$ cat src/rtl/mul_seq_unit.sv
// rtl/mul_seq_unit.sv - radix-2 shift-add multiplier for MUL/MULH/MULHSU/MULHU
// Multiplies operand magnitudes over 32 cycles, then applies the sign fix-up.
module mul_seq_unit (
  input  logic        clk,
  input  logic        rst,
  input  logic [31:0] multiplicand,
  input  logic [31:0] multiplier,
  input  logic        start,
  input  logic [2:0]  funct3,
  output logic        mul_done,
  output logic        busy,
  output logic [31:0] product
);

  localparam logic [2:0] F3_MUL    = 3'b000;
  localparam logic [2:0] F3_MULH   = 3'b001;
  localparam logic [2:0] F3_MULHSU = 3'b010;

  typedef enum logic [1:0] {S_IDLE, S_CALC, S_DONE} state_t;

  state_t      state, state_next;
  logic [64:0] acc;
  logic [31:0] mcand;
  logic [5:0]  count;
  logic        neg;
  logic [2:0]  f3_q;

  logic        is_mul_req, zero_op, load;
  logic        sign1, sign2;
  logic [31:0] mag1, mag2;
  logic [32:0] sum;
  logic [63:0] p_final;

  assign is_mul_req = start && (funct3[2] == 1'b0);
  assign zero_op    = (multiplicand == 32'd0) || (multiplier == 32'd0);
  assign sign1      = ((funct3 == F3_MULH) || (funct3 == F3_MULHSU)) && multiplicand[31];
  assign sign2      = (funct3 == F3_MULH) && multiplier[31];
  assign mag1       = sign1 ? (~multiplicand + 32'd1) : multiplicand;
  assign mag2       = sign2 ? (~multiplier + 32'd1) : multiplier;

  // c is always zero entering an iteration, so {c,hi} is the 33-bit addend base
  assign sum     = acc[64:32] + (acc[0] ? {1'b0, mcand} : 33'd0);
  assign p_final = neg ? (~acc[63:0] + 64'd1) : acc[63:0];
  assign busy    = (state != S_IDLE);

  always_comb begin
    state_next = state;
    mul_done   = 1'b0;
    product    = 32'd0;
    load       = 1'b0;
    case (state)
      S_IDLE: begin
        if (is_mul_req) begin
          if (zero_op) begin
            mul_done = 1'b1;
          end else begin
            load       = 1'b1;
            state_next = S_CALC;
          end
        end
      end
      S_CALC: begin
        if (count == 6'd1) state_next = S_DONE;
      end
      S_DONE: begin
        mul_done   = 1'b1;
        product    = (f3_q == F3_MUL) ? p_final[31:0] : p_final[63:32];
        state_next = S_IDLE;
      end
      default: state_next = S_IDLE;
    endcase
  end

  always_ff @(posedge clk) begin
    if (rst) begin
      state <= S_IDLE;
      acc   <= 65'd0;
      mcand <= 32'd0;
      count <= 6'd0;
      neg   <= 1'b0;
      f3_q  <= 3'd0;
    end else begin
      state <= state_next;
      if (load) begin
        acc   <= {33'd0, mag2};
        mcand <= mag1;
        count <= 6'd32;
        neg   <= sign1 ^ sign2;
        f3_q  <= funct3;
      end else if (state == S_CALC) begin
        acc   <= {1'b0, sum, acc[31:1]};
        count <= count - 6'd1;
      end
    end
  end

endmodule
$ cat config.mk
export PLATFORM = sky130hd
export DESIGN_NAME = mul_seq_unit
export DESIGN_NICKNAME = d
export VERILOG_FILES = /design/src/rtl/mul_seq_unit.sv
export SDC_FILE = /design/constraint.sdc
export NUM_CORES = 1
export LEC_CHECK = 0
export BUFFER_PORTS_ARGS = -buffer_cell sky130_fd_sc_hd__buf_2
export CAP_MARGIN = 10
export CORE_MARGIN = 10
export CORE_UTILIZATION = 60
export DETAILED_ROUTE_END_ITERATION = 10
export GPL_TIMING_DRIVEN = 0
export PLACE_DENSITY = 0.79
export SYNTH_ARGS = -nofsm -noshare
export SYNTH_HDL_FRONTEND = slang
export SYNTH_SLANG_ARGS = --single-unit
$ cat constraint.sdc
create_clock -name clk -period 4.57 [get_ports clk]
set_input_delay 0.914 -clock clk [delete_from_list [all_inputs] [get_ports clk]]
set_output_delay 0.914 -clock clk [all_outputs]
set_load 0.03 [all_outputs]
==> results_dict.tcl, run 1 <==
set metrics [dict create \
    area_growth_pct 12.9 \
    max_freq_ghz 0.222 \
    root_buffer "clkbuf_16" \
    endpoint_kind "output port" \
    crit_family "simple AND/OR/NAND/NOR gates" \
    setup_viol 0 \
    relSlewSlack_pct 32.8 \
    synth_top_area_share_pct 23.3 \
    final_nets 1494 \
    cp_num_buf_inv 2 \
    tightest_slew_ps 1000 \
    hold_depth 2 \
    ioPinCount 104 \
    leakage_nw 3.99 \
    post-route-period-util_pct 98.5 \
    cp.arrival_ps 3590 \
    dp.cells 1559 \
    drt_pass1_iterations 5 \
    grt_max_degree 19 \
    io_buffers 103 \
    rrSetupSlack_ps 560 \
    reg2reg_depth 13 \
    slowest_stage "or4_1" \
    cts_tree "done" \
    clk_latency_ps 370 \
    dieHeight_um 144 \
    fin_cells 1579 \
    ys_types 74 \
    crit_path_max_incr_delay_ps 540 \
    cts_buffers 9 \
    wl_met3_um 2900 \
    synth_nets 1376 \
    crit_path_max_fanout 8 \
    syn-mean-instance-area_um2 7.32 \
    synth_cells 1268 \
    p_per_area_nw_per_um2 246 \
    drtIter0Drc 920 \
    drive_above_1_share_pct 13.4 \
    rows 45 \
    routedWlPerCell_um 19.5 \
    synth-main-ff-cell "dfxtp_1" \
    setup_slack_ps 68.6 \
    cp.required_ps 3660 \
    finish.instance_area_um2 10500 \
    hold_start "mcand[26]" \
    die_w_um 144 \
    dpl.hpwl_um 24400 \
    cap_viol_max_count 0 \
    async_flop_share_pct 0 \
    syn_area_um2 9280 \
    fin_skew_ps 10.0 \
    grt_pass1_vias 9055 \
    clock_sinks 108 \
    regToRegEndpoint "acc[63]" \
    met1_length_um 12900 \
    drc 0 \
    antenna_left 0 \
    cts-htree-levels 3 \
    dpl-instance-area_um2 10000 \
    gp_congestion 1.05 \
    dieArea_um2 20800 \
    finalHoldViolCount 0 \
    path_cells "or4_1 -> clkbuf_1 -> or3_1 -> nor4_4 -> nand2_1 -> o41ai_1 -> xor2_1 -> a2111oi_4 -> clkbuf_4" \
    critPathKind "reg -> out" \
    clkTransAtPathRegs_ps 80 \
    fin_hold_ws_ps 458 \
    routed.top_layer "met4" \
    yosys_warnings 0 \
    ys_seq_elements 108 \
    vias 10000 \
    ir_drop_mv 0.226 \
    outcome "finished clean" \
    min_path_type "reg -> reg" \
    rr_startpoint "acc[0]" \
    maxSlewViolCount 0 \
    antenna_found_initial 0 \
    min_period_ps 4500 \
    finalSetupTns_ps 0 \
    core-area_um2 15200 \
    synth_top_area_cell "dfxtp_1" \
    synth_edf_count 0 \
    grt_pass1_wl_um 47800 \
    start_util_pct 61.0 \
    start_kind "register" \
    overflow 0 \
    dr_wl_met2_um 13900 \
    ys_seq_area_share_pct 23.3 \
    wl_um 30700 \
    clk_path_buf_depth 2 \
    grt_usage_pct 28.7 \
    antenna_cells 0 \
    viasPerCell 6.34 \
    hold_end "mcand[26]" \
    netlist_top_cells_area "dfxtp_1 23%, nand2_1 6.9%, xnor2_1 6.8%" \
    pre_cts_slack_ps 33.2 \
]
-- worst max-delay path by stage --
| stage | from | endpoint | slack (ps) | depth (start not counted) |
|---|---|---|---|---|
| final | acc[2] | product[22] | 70 | 9 |
| after global placement | acc[0] | product[22] | -50 | 11 |
| after global routing | acc[16] | product[26] | -50 | 11 |
| after detailed placement | acc[0] | product[22] | 30 | 11 |
| after CTS | acc[2] | product[22] | 3 | 9 |
| after floorplan | acc[2] | product[22] | 250 | 8 |
-- cells by family (layout without fill, tap and decap cells) --
kind of cell	after synthesis	count (layout)	synth area share, %
AND/OR/NAND/NOR	516	516	26.7
adder cells (fa/ha/maj)	38	38	5.20
buffers and inverters	109	232	4.95
multiplexers	7	7	0.782
XOR/XNOR	134	134	12.6
flip-flops	108	108	23.3
AO/OA/AOI/OAI	356	356	26.4
-- through the flow --
stage                     power (mW)  util, %
after CTS                       2.54     68.2
after floorplan                 1.48        -
final                           2.57     68.9
after global routing            2.66     68.9
after detailed placement        1.68     66.0
after global placement          1.67     66.0
-- layer usage --
layer	up-vias	GRT usage, %
met1	4626	37.8
met4	0	10.9
met5	-	0
li1	4820	-
met2	487	45.3
met3	72	5.74
-- worst register-to-register path, stage by stage (launching register included) --
cell and delay (ps):
dfxtp_2 600, clkbuf_1 290, and2_1 210, ha_1 240
clkbuf_1 200, a211oi_1 300, o221ai_1 200, a211oi_1 290
o21ai_1 130, a221o_1 410, a211oi_2 270, o21ai_0 180
a2111oi_0 470, nor4_1 90
-- sequential cells by signal (all words and copies together), names as in the netlist --
register and count:
f3_q 3, mcand 32, neg 1, acc 64, state 2, count 6
-- where the power goes --
part / internal (mW) / total (mW) / switching (mW)
Clock: 0.487 / 0.875 / 0.388
Combinational: 0.237 / 0.639 / 0.401
Sequential: 0.994 / 1.06 / 0.0656
-- cells in the mapped netlist, types with 14 or more instances --
master      n
inv_1      30
nand2_1   171
xnor2_1    72
dfxtp_1   108
nor4_1     16
nand3_1    28
xor2_1     62
a211oi_1   47
a21oi_1   105
nor3_1     26
o31ai_1    19
nor2_1    149
a311oi_1   14
clkbuf_1   69
ha_1       37
and2_1     40
o21ai_0    63
a311oi_2   20
-- placed cells by master, fill, tap and decap left out, types with 11 or more instances in the layout --
cell / synthesis / final
or4_1: 12 / 11
nor4_1: 16 / 14
dfxtp_1: 108 / 107
nand4_1: 11 / 11
nand2_1: 171 / 169
buf_2: 1 / 102
a21oi_1: 105 / 105
o41ai_1: 13 / 12
a311oi_2: 20 / 21
a311oi_1: 14 / 13
xor2_1: 62 / 62
clkbuf_1: 69 / 69
nor3_1: 26 / 26
a211oi_1: 47 / 46
o211ai_1: 12 / 12
xnor2_1: 72 / 72
nand3_1: 28 / 28
nor2_1: 149 / 148
o21ai_0: 63 / 63
ha_1: 37 / 37
o31ai_1: 19 / 19
and2_1: 40 / 40
or3_1: 12 / 12
inv_1: 30 / 30
-- final cells by class --
type	instances	area, µm²
Clock inverter	6	93.8
Sequential cell	108	2160
Multi-Input combinational cell	1051	6740
Buffer	78	343
Inverter	30	113
Tap cell	188	235
Fill cell	1391	4730
Timing Repair Buffer	108	558
Clock buffer	10	229
-- repair_timing --
action | CTS | global route
gates cloned | 0 | 0
buffers inserted | 0 | 5
gates resized for setup | 4 | 12
hold buffers | 0 | 0
endpoints found under the setup margin | 2 | 12
pin swaps | 0 | 4
(Power assumes the default switching activity.)
==> run 2, diff against run 1 <==
==> constraint.sdc (replaced) <==
create_clock -name clk -period 4.57 [get_ports clk]
set_input_delay 0.6855 -clock clk [delete_from_list [all_inputs] [get_ports clk]]
set_output_delay 0.6855 -clock clk [all_outputs]
set_load 0.03 [all_outputs]
==> run 2 against run 1 <==
  * The flow now finishes with violations (design-rule violations)
  * Non-clock buffer count shrank 3
  * Cell area shrank 0.62%
  * Utilization shrank 0.43 points
  * Routed wire length grew 0.38%
  * Sequential cell count is the same
  * Combinational power shrank 2%
  * Die area is the same
  * Clock skew shrank 1.8 ps
  * Critical endpoint is now product[17]
==> results_dict.tcl, run 2 (synthesis gave the netlist of run 1 again) <==
set metrics [dict create \
    dieHeight_um 144 \
    utilization_pct 68.5 \
    rsz0062_at_grt "false" \
    fill_cells 1392 \
    ir_drop_mv 0.234 \
    p_int_mw 1.71 \
    clk_path_buf_depth 2 \
    regMostFlops "acc" \
    drive_above_1_share_pct 12.9 \
    ioPinCount 104 \
    tightest_slew_ps 1180 \
    crit_path_max_fanout 8 \
    min_path_type "reg -> reg" \
    setup_viol 0 \
    setup_slack_ps 161 \
    pwr-share-clk_pct 34.8 \
    dieArea_um2 20800 \
    maxSlewViolCount 0 \
    routedWlPerCell_um 19.6 \
    vias 9952 \
    power_mw 2.58 \
    leakage_nw 3.97 \
    gp_congestion 0.989 \
    fin_cells 1576 \
    core-area_um2 15200 \
    min_period_ps 4410 \
    start_util_pct 61.0 \
    p_per_area_nw_per_um2 248 \
    wl_um 30900 \
    antenna_left 0 \
    cp.required_ps 3880 \
    cp.arrival_ps 3720 \
    cts-htree-levels 3 \
    endpoint_kind "output port" \
    power_frac_comb_pct 24.3 \
    area_growth_pct 12.1 \
    dpl-instance-area_um2 10000 \
    fin_skew_ps 8.21 \
    grt_pass1_wl_um 48700 \
    finalSetupTns_ps 0 \
    finish.instance_area_um2 10400 \
    cap_viol_max_count 0 \
    seqPwrFrac_pct 40.9 \
    cts_buffers 9 \
    largest_reg_flops 64 \
    grt_usage_pct 29.5 \
    overflow 0 \
    switchingPower_mw 0.870 \
    outcome "complete, but fails checks" \
    antenna_cells 0 \
    die_w_um 144 \
    root_buffer "clkbuf_16" \
    post-route-period-util_pct 96.5 \
    viasPerCell 6.31 \
    dp.cells 1559 \
    io_buffers 103 \
    drtIter0Drc 1005 \
    drc 1 \
    pre_cts_slack_ps 235 \
    final_nets 1491 \
    start_kind "register" \
    layout_commonest_cell "nand2_1" \
    rows 45 \
    critPathKind "reg -> out" \
    grt_max_degree 20 \
    clock_sinks 108 \
    rrSetupSlack_ps 450 \
    finalHoldViolCount 0 \
    fin_hold_ws_ps 452 \
    relSlewSlack_pct 20.9 \
    cts_tree "done" \
    swShare_pct 33.7 \
    max_freq_ghz 0.227 \
    drt_pass1_iterations 8 \
    clk_latency_ps 370 \
    clkTransAtPathRegs_ps 80 \
    antenna_found_initial 0 \
    violations "design-rule violations" \
    hold_buffers 0 \
    dpl.hpwl_um 24600 \
    grt_pass1_vias 9159 \
    layout_common_cells "171 x nand2_1, 148 x nor2_1, 107 x dfxtp_1, 105 x a21oi_1, 104 x buf_2" \
    reg_top3 "acc x64, mcand x32, count x6" \
]
[run 2: power groups by stage]
stage / Combinational, mW / Sequential [mW] / Clock (mW)
2_1_floorplan: 0.423 / 1.06 / 0
3_3_place_gp: 0.598 / 1.07 / 0
3_5_place_dp: 0.606 / 1.07 / 0
4_1_cts: 0.610 / 1.05 / 0.897
5_1_grt: 0.688 / 1.06 / 0.935
6_report: 0.628 / 1.06 / 0.900
[run 2: repair_timing]
item / CTS / global route
setup buffers: 0 / 2
endpoints found under the setup margin: 1 / 4
pin swaps: 0 / 1
gates resized for setup: 2 / 5
[run 2: path summary, 6_finish.rpt]
kind | from | to | depth (start not counted)
hold / removal | mcand[30] | mcand[30] | 2
hold reg to reg | mcand[30] | mcand[30] | 2
setup / recovery | acc[16] | product[17] | 9
setup reg to reg | acc[0] | acc[58] | 13
[run 2: cell type report]
cell class              count  area [µm²]  area share, %
plain buffers              78         343           3.29
well taps                 188         235           2.26
multi-input cells        1051        6690           64.3
clock buffers               9         225           2.16
flip-flops and latches    108        2160           20.8
clock inverters             7         110           1.06
repair buffers            105         531           5.10
inverters                  30         113           1.08
[run 2: metal layers]
metal	share of wire, %	wire (µm)	GRT usage, %
met1	45	13800	41.3
met2	43	13300	43.8
met3	9.4	2910	7.15
met4	2.7	842	8.14
met5	0	0	1.57
[run 2: critical path, cell delays in order, from the launching register on]
cell	delay, ps
dfxtp_1	400
or4_1	670
nor4_4	320
nand3_1	300
nor2_2	280
nand2_1	240
o41ai_1	350
xor2_1	160
a211oi_1	370
buf_2	270
